==> src/rtl/axi_wr_arbiter.sv <==
// Round-robin write arbiter sharing one AXI slave AW/W/B port among masters M0-M2, one transaction at a time.
// Latency: one arbitration cycle in IDLE; AW, W and B then pass combinationally to and from the granted master.
// Backpressure: slave READY and master BREADY pass straight through; other masters see READY low until B completes.
module axi_wr_arbiter #(
    parameter int ID_W   = 4,
    parameter int ADDR_W = 32,
    parameter int DATA_W = 32,
    parameter int LEN_W  = 4
) (
    input  logic                    clk,
    input  logic                    rst,
    input  logic [3*ID_W-1:0]       AWID_M,
    input  logic [3*ADDR_W-1:0]     AWADDR_M,
    input  logic [3*LEN_W-1:0]      AWLEN_M,
    input  logic [8:0]              AWSIZE_M,
    input  logic [5:0]              AWBURST_M,
    input  logic [2:0]              AWVALID_M,
    output logic [2:0]              AWREADY_M,
    input  logic [3*DATA_W-1:0]     WDATA_M,
    input  logic [3*(DATA_W/8)-1:0] WSTRB_M,
    input  logic [2:0]              WLAST_M,
    input  logic [2:0]              WVALID_M,
    output logic [2:0]              WREADY_M,
    output logic [ID_W-1:0]         BID_M,
    output logic [1:0]              BRESP_M,
    output logic [2:0]              BVALID_M,
    input  logic [2:0]              BREADY_M,
    output logic [ID_W+3:0]         AWID_S,
    output logic [ADDR_W-1:0]       AWADDR_S,
    output logic [LEN_W-1:0]        AWLEN_S,
    output logic [2:0]              AWSIZE_S,
    output logic [1:0]              AWBURST_S,
    output logic                    AWVALID_S,
    input  logic                    AWREADY_S,
    output logic [DATA_W-1:0]       WDATA_S,
    output logic [DATA_W/8-1:0]     WSTRB_S,
    output logic                    WLAST_S,
    output logic                    WVALID_S,
    input  logic                    WREADY_S,
    input  logic [ID_W+3:0]         BID_S,
    input  logic [1:0]              BRESP_S,
    input  logic                    BVALID_S,
    output logic                    BREADY_S,
    output logic [1:0]              grant,
    output logic                    wlast_err
);
    localparam int SW = DATA_W / 8;

    typedef enum logic [1:0] {IDLE, AW, W, B} state_t;

    state_t           state;
    logic [1:0]       last_grant;
    logic [LEN_W-1:0] len_q;
    logic [LEN_W-1:0] beat;
    logic [1:0]       winner;
    logic [2:0]       own;
    logic             aw_hs, w_hs, b_hs, tag_ok, last_beat, b_ok;

    logic [ID_W-1:0]   sel_awid;
    logic [ADDR_W-1:0] sel_awaddr;
    logic [LEN_W-1:0]  sel_awlen;
    logic [2:0]        sel_awsize;
    logic [1:0]        sel_awburst;
    logic              sel_awvalid;
    logic [DATA_W-1:0] sel_wdata;
    logic [SW-1:0]     sel_wstrb;
    logic              sel_wlast, sel_wvalid, sel_bready;

    // grant is non-zero exactly while a transaction is in flight, so it alone selects the owner
    always_comb begin
        own         = '0;
        sel_awid    = '0;
        sel_awaddr  = '0;
        sel_awlen   = '0;
        sel_awsize  = '0;
        sel_awburst = '0;
        sel_awvalid = 1'b0;
        sel_wdata   = '0;
        sel_wstrb   = '0;
        sel_wlast   = 1'b0;
        sel_wvalid  = 1'b0;
        sel_bready  = 1'b0;
        for (int m = 0; m < 3; m++) begin
            if (grant == 2'(m + 1)) begin
                own[m]      = 1'b1;
                sel_awid    = AWID_M[m*ID_W +: ID_W];
                sel_awaddr  = AWADDR_M[m*ADDR_W +: ADDR_W];
                sel_awlen   = AWLEN_M[m*LEN_W +: LEN_W];
                sel_awsize  = AWSIZE_M[m*3 +: 3];
                sel_awburst = AWBURST_M[m*2 +: 2];
                sel_awvalid = AWVALID_M[m];
                sel_wdata   = WDATA_M[m*DATA_W +: DATA_W];
                sel_wstrb   = WSTRB_M[m*SW +: SW];
                sel_wlast   = WLAST_M[m];
                sel_wvalid  = WVALID_M[m];
                sel_bready  = BREADY_M[m];
            end
        end
    end

    // Search starts one past the previous owner; result is the grant code (0 = nobody asking)
    always_comb begin
        winner = 2'd0;
        case (last_grant)
            2'd0:    winner = AWVALID_M[1] ? 2'd2 : AWVALID_M[2] ? 2'd3 : AWVALID_M[0] ? 2'd1 : 2'd0;
            2'd1:    winner = AWVALID_M[2] ? 2'd3 : AWVALID_M[0] ? 2'd1 : AWVALID_M[1] ? 2'd2 : 2'd0;
            default: winner = AWVALID_M[0] ? 2'd1 : AWVALID_M[1] ? 2'd2 : AWVALID_M[2] ? 2'd3 : 2'd0;
        endcase
    end

    assign last_beat = (beat == len_q);
    assign tag_ok    = (BID_S[ID_W +: 4] == {2'b00, grant});
    assign b_ok      = (state == B) && tag_ok;

    assign AWVALID_S  = (state == AW) && sel_awvalid;
    assign AWREADY_M  = (state == AW && AWREADY_S) ? own : 3'b000;
    assign AWID_S     = (state == AW) ? {2'b00, grant, sel_awid} : '0;
    assign AWADDR_S   = (state == AW) ? sel_awaddr : '0;
    assign AWLEN_S    = (state == AW) ? sel_awlen : '0;
    assign AWSIZE_S   = (state == AW) ? sel_awsize : '0;
    assign AWBURST_S  = (state == AW) ? sel_awburst : '0;
    assign aw_hs      = AWVALID_S && AWREADY_S;

    assign WVALID_S   = (state == W) && sel_wvalid;
    assign WREADY_M   = (state == W && WREADY_S) ? own : 3'b000;
    assign WDATA_S    = (state == W) ? sel_wdata : '0;
    assign WSTRB_S    = (state == W) ? sel_wstrb : '0;
    assign WLAST_S    = (state == W) && last_beat;
    assign w_hs       = WVALID_S && WREADY_S;

    // A response carrying another master's tag is never forwarded or accepted
    assign BREADY_S   = b_ok && sel_bready;
    assign BVALID_M   = (b_ok && BVALID_S) ? own : 3'b000;
    assign BID_M      = (state == B) ? BID_S[ID_W-1:0] : '0;
    assign BRESP_M    = (state == B) ? BRESP_S : '0;
    assign b_hs       = BVALID_S && BREADY_S;

    always_ff @(posedge clk or negedge rst) begin
        if (!rst) begin
            state      <= IDLE;
            grant      <= 2'd0;
            last_grant <= 2'd2;
            len_q      <= '0;
            beat       <= '0;
            wlast_err  <= 1'b0;
        end else begin
            case (state)
                IDLE: begin
                    if (winner != 2'd0) begin
                        grant <= winner;
                        state <= AW;
                    end
                end
                AW: begin
                    if (aw_hs) begin
                        len_q <= sel_awlen;
                        beat  <= '0;
                        state <= W;
                    end
                end
                W: begin
                    if (w_hs) begin
                        if (sel_wlast != last_beat)
                            wlast_err <= 1'b1;
                        if (last_beat)
                            state <= B;
                        else
                            beat <= beat + 1'b1;
                    end
                end
                B: begin
                    if (BVALID_S && !tag_ok)
                        wlast_err <= 1'b1;
                    if (b_hs) begin
                        last_grant <= grant - 2'd1;
                        grant      <= 2'd0;
                        state      <= IDLE;
                    end
                end
                default: state <= IDLE;
            endcase
        end
    end
endmodule

==> config.mk <==
export PLATFORM = sky130hd
export DESIGN_NAME = axi_wr_arbiter
export DESIGN_NICKNAME = d
export VERILOG_FILES = /design/src/rtl/axi_wr_arbiter.sv
export SDC_FILE = /design/constraint.sdc
export NUM_CORES = 1
export LEC_CHECK = 0
export CAP_MARGIN = 0
export CORE_AREA = 2 2 145 147
export DETAILED_ROUTE_END_ITERATION = 10
export DIE_AREA = 0 0 147 149
export GPL_TIMING_DRIVEN = 0
export PLACE_DENSITY = 0.48
export SYNTH_ARGS = -nofsm -noshare
export SYNTH_HDL_FRONTEND = slang
export SYNTH_SLANG_ARGS = --single-unit
==> constraint.sdc <==
create_clock -name clk -period 4.98 [get_ports clk]
set_input_delay 0.747 -clock clk [delete_from_list [all_inputs] [get_ports clk]]
set_output_delay 0.747 -clock clk [all_outputs]
set_load 0.03 [all_outputs]
==> results.sh <==
export IMPL_ys_ff_latch=15
export IMPL_worstMarginPinSlew_ps=784.2
export IMPL_fp_dieH_um=149
export IMPL_grt_ovfl_total=0
export IMPL_layout_commonest_cell="clkdlybuf4s50_1"
export IMPL_place_gp_congestion=0.7665
export IMPL_outcome="finished, final reports clean"
export IMPL_synth_top_cell_by_area="a221oi_1"
export IMPL_multi_input_area_sq_um=2310
export IMPL_seq_area_frac_synth=0.1279
export IMPL_yosys_warnings=0
export IMPL_path_class="register to output port"
export IMPL_ctsHoldBuffers=0
export IMPL_grt_pass1_wl_um=30210
export IMPL_critPathRequiredTime_ps=4230
export IMPL_cp_common_cell="clkbuf_1"
export IMPL_ioPinCount=377
export IMPL_cts_tree="built"
export IMPL_synth_cells=441
export IMPL_die_w_um=147
export IMPL_rows=53
export IMPL_cts_max_level=1
export IMPL_met2_length_um=10650
export IMPL_critPathCaptureType="output port"
export IMPL_cts_resized_gates=0
export IMPL_netlist_area_sq_um=2945
export IMPL_hp_class="register to register"
export IMPL_ant_nets=0
export IMPL_finalCriticalPeriod_ps=4409
export IMPL_r2r_start="grant[0]"
export IMPL_fillers=2202
export IMPL_routedWlPerCell_um=19.26
export IMPL_ff2ff_path_depth=7
export IMPL_cts_sinks=15
export IMPL_report_power_total_mw=2.770
export IMPL_core_area_sq_um=20560
export IMPL_firstDrtPassIters=4
export IMPL_route_detailed_drc=0
export IMPL_fin_crit_sh=0.8852
export IMPL_synthArstFlopShare=1.000
export IMPL_leakagePower_nw=2.473
export IMPL_vdd_drop_max_mv=0.1955
export IMPL_cts_buffers=3
export IMPL_final_max_slew_viol_count=0
export IMPL_die_area_sq_um=21900
export IMPL_setup_viol=0
export IMPL_cp_arrival_ps=3660
export IMPL_routed_wl_um=21100
export IMPL_clockBufferDepth=2
export IMPL_initial_utilization=0.1433
export IMPL_fin_setup_tns_ps=0
export IMPL_regArea_sq_um=376.6
export IMPL_vias_per_cell=4.572
export IMPL_drv_cap=0
export IMPL_final_cell_mix="clkdlybuf4s50_1, nor2_1, nor3_1, a221oi_1, clkbuf_1"
export IMPL_yosysTopAreaCellShare=0.2290
export IMPL_synth_enable_flop_cells=0
export IMPL_highest_layer="met4"
export IMPL_grt_pass1_vias=5075
export IMPL_relSlewSlack=0.4772
export IMPL_r2r_end="beat[2]"
export IMPL_crit_path_max_fanout=10
export IMPL_powerDensity_nw_per_um2=389.2
export IMPL_hold_slack_ps=475.6
export IMPL_final_cells=1095
export IMPL_slowest_delay_ps=730
export IMPL_drtIter0Drc=216
export IMPL_worstPathCellList="inv_1 -> ha_1 -> buf_4 -> clkbuf_1 -> clkbuf_1 -> a221oi_1 -> nor3_1 -> clkdlybuf4s50_1"
export IMPL_antenna_found_initial=0
export IMPL_cpMaxStageDelayCell="clkdlybuf4s50_1"
export IMPL_syn_avg_cell_area_sq_um=6.679
export IMPL_crit_family="buffers and inverters"
export IMPL_cp_depth=8
export IMPL_grt_total_usage=0.1778
export IMPL_wl_met3_um=1490
export IMPL_postCtsSetupBuffers=0
export IMPL_fmax_ghz=0.2268
export IMPL_synth_main_ff_cell="dfrtp_1"
export IMPL_clk_latency_ps=250
export IMPL_cts_root_buffer="clkbuf_16"
export IMPL_place_area_sq_um=7037
export IMPL_ys_top_cells_by_area="a221oi_1, nor3_1, dfrtp_1, nor2_1, clkbuf_1"
export IMPL_worst_r2r_setup_slack_ps=2460
export IMPL_clk_pin_slew_worst_paths_ps=50
export IMPL_crit_start="grant[0]"
export IMPL_nets=1099
export IMPL_setup_slack_ps=571.5
export IMPL_postLayoutCoreUtil=0.3461
export IMPL_hold_violations=0
export IMPL_design_area_sq_um=7116
export IMPL_crit_buf_inv=5
export IMPL_fin_skew_ps=4.786
export IMPL_place_inst=1091
export IMPL_critPathCapture="WDATA_S[18]"
export IMPL_routed_via_count=5006
export IMPL_drt_met1_wl_um=8534
export IMPL_grt_max_degree=16
export IMPL_rsz0062_at_grt="false"
export IMPL_start_kind="register"
export IMPL_dpl_hpwl_um=17410
export IMPL_holdPathStages=1
export IMPL_numPortBuffers=374
export IMPL_ys_types=54
export IMPL_syn_to_final_growth_pct=141.6
export IMPL_post_route_cells_drive_above_1_share=0.03780
export IMPL_diodes=0
export IMPL_place_worst_setup_slack_ps=734.5
synth_stat cells (2+ instances only):
library cell   n
buf_2          6
nor3_1        78
ha_1           8
dfrtp_1       14
nand2b_1       5
nor2b_1        4
nor4_1         2
xor2_1         6
nor4b_1        2
and2_1        15
a221oi_1      77
nor3_2         2
a221o_1        2
inv_2          2
buf_4          3
or4_1          2
mux2_2         5
a22o_1         2
nand3b_1       4
a21o_1         2
a31oi_1        2
buf_1          4
nand2_1       15
clkbuf_1      37
a21oi_1        6
nor2_1        88
buf_6          2
and3_1         6
inv_1          7
nand3_1        2
o21ai_0        8
final cells by class:
class                           count  share of cell area
Clock buffer                        4             0.01108
Sequential cell                    15             0.05293
Buffer                             52             0.03218
Timing Repair Buffer              374              0.5261
Multi-Input combinational cell    366              0.3246
Inverter                            9            0.004748
Tap cell                          275             0.04836
cells by family (layout without fill, tap and decap cells):
logic type,after synthesis,count (layout),synth area share
AND/OR/NAND/NOR,231,231,0.3857
AO/OA/AOI/OAI,112,112,0.3169
buffers and inverters,61,439,0.08921
flip-flops,15,15,0.1279
adder cells (fa/ha/maj),8,8,0.03399
XOR/XNOR,7,7,0.02082
multiplexers,6,6,0.02421
other,1,2,0.001273
state kept, by name, indices dropped and copies added (netlist names):
name,count
beat,4
grant,2
last_grant,2
len_q,4
state,2
wlast_err,1
worst min path at each step:
| stage | startpoint | to | slack, ps |
|---|---|---|---|
| final | wlast_err | wlast_err | 480 |
| after global routing | wlast_err | wlast_err | 490 |
| after CTS | wlast_err | wlast_err | 480 |
| after detailed placement | wlast_err | wlast_err | 460 |
| after global placement | wlast_err | wlast_err | 460 |
| after floorplan | rst | beat[0] | 450 |
metal layers:
layer  vias up  track usage
met2       230       0.3286
li1       2439            -
met4         0      0.03510
met5         -            0
met3        22      0.03609
met1      2315       0.2141
report_power, final:
part	total [mW]	internal, mW	leakage [nW]	switching [mW]
logic	2.38	1.00	2.25	1.38
clock network	0.159	0.109	0.0382	0.0506
registers	0.232	0.175	0.189	0.0566
total	2.77	1.28	2.47	1.49
Note: power is estimated with default switching activity, not from simulation.
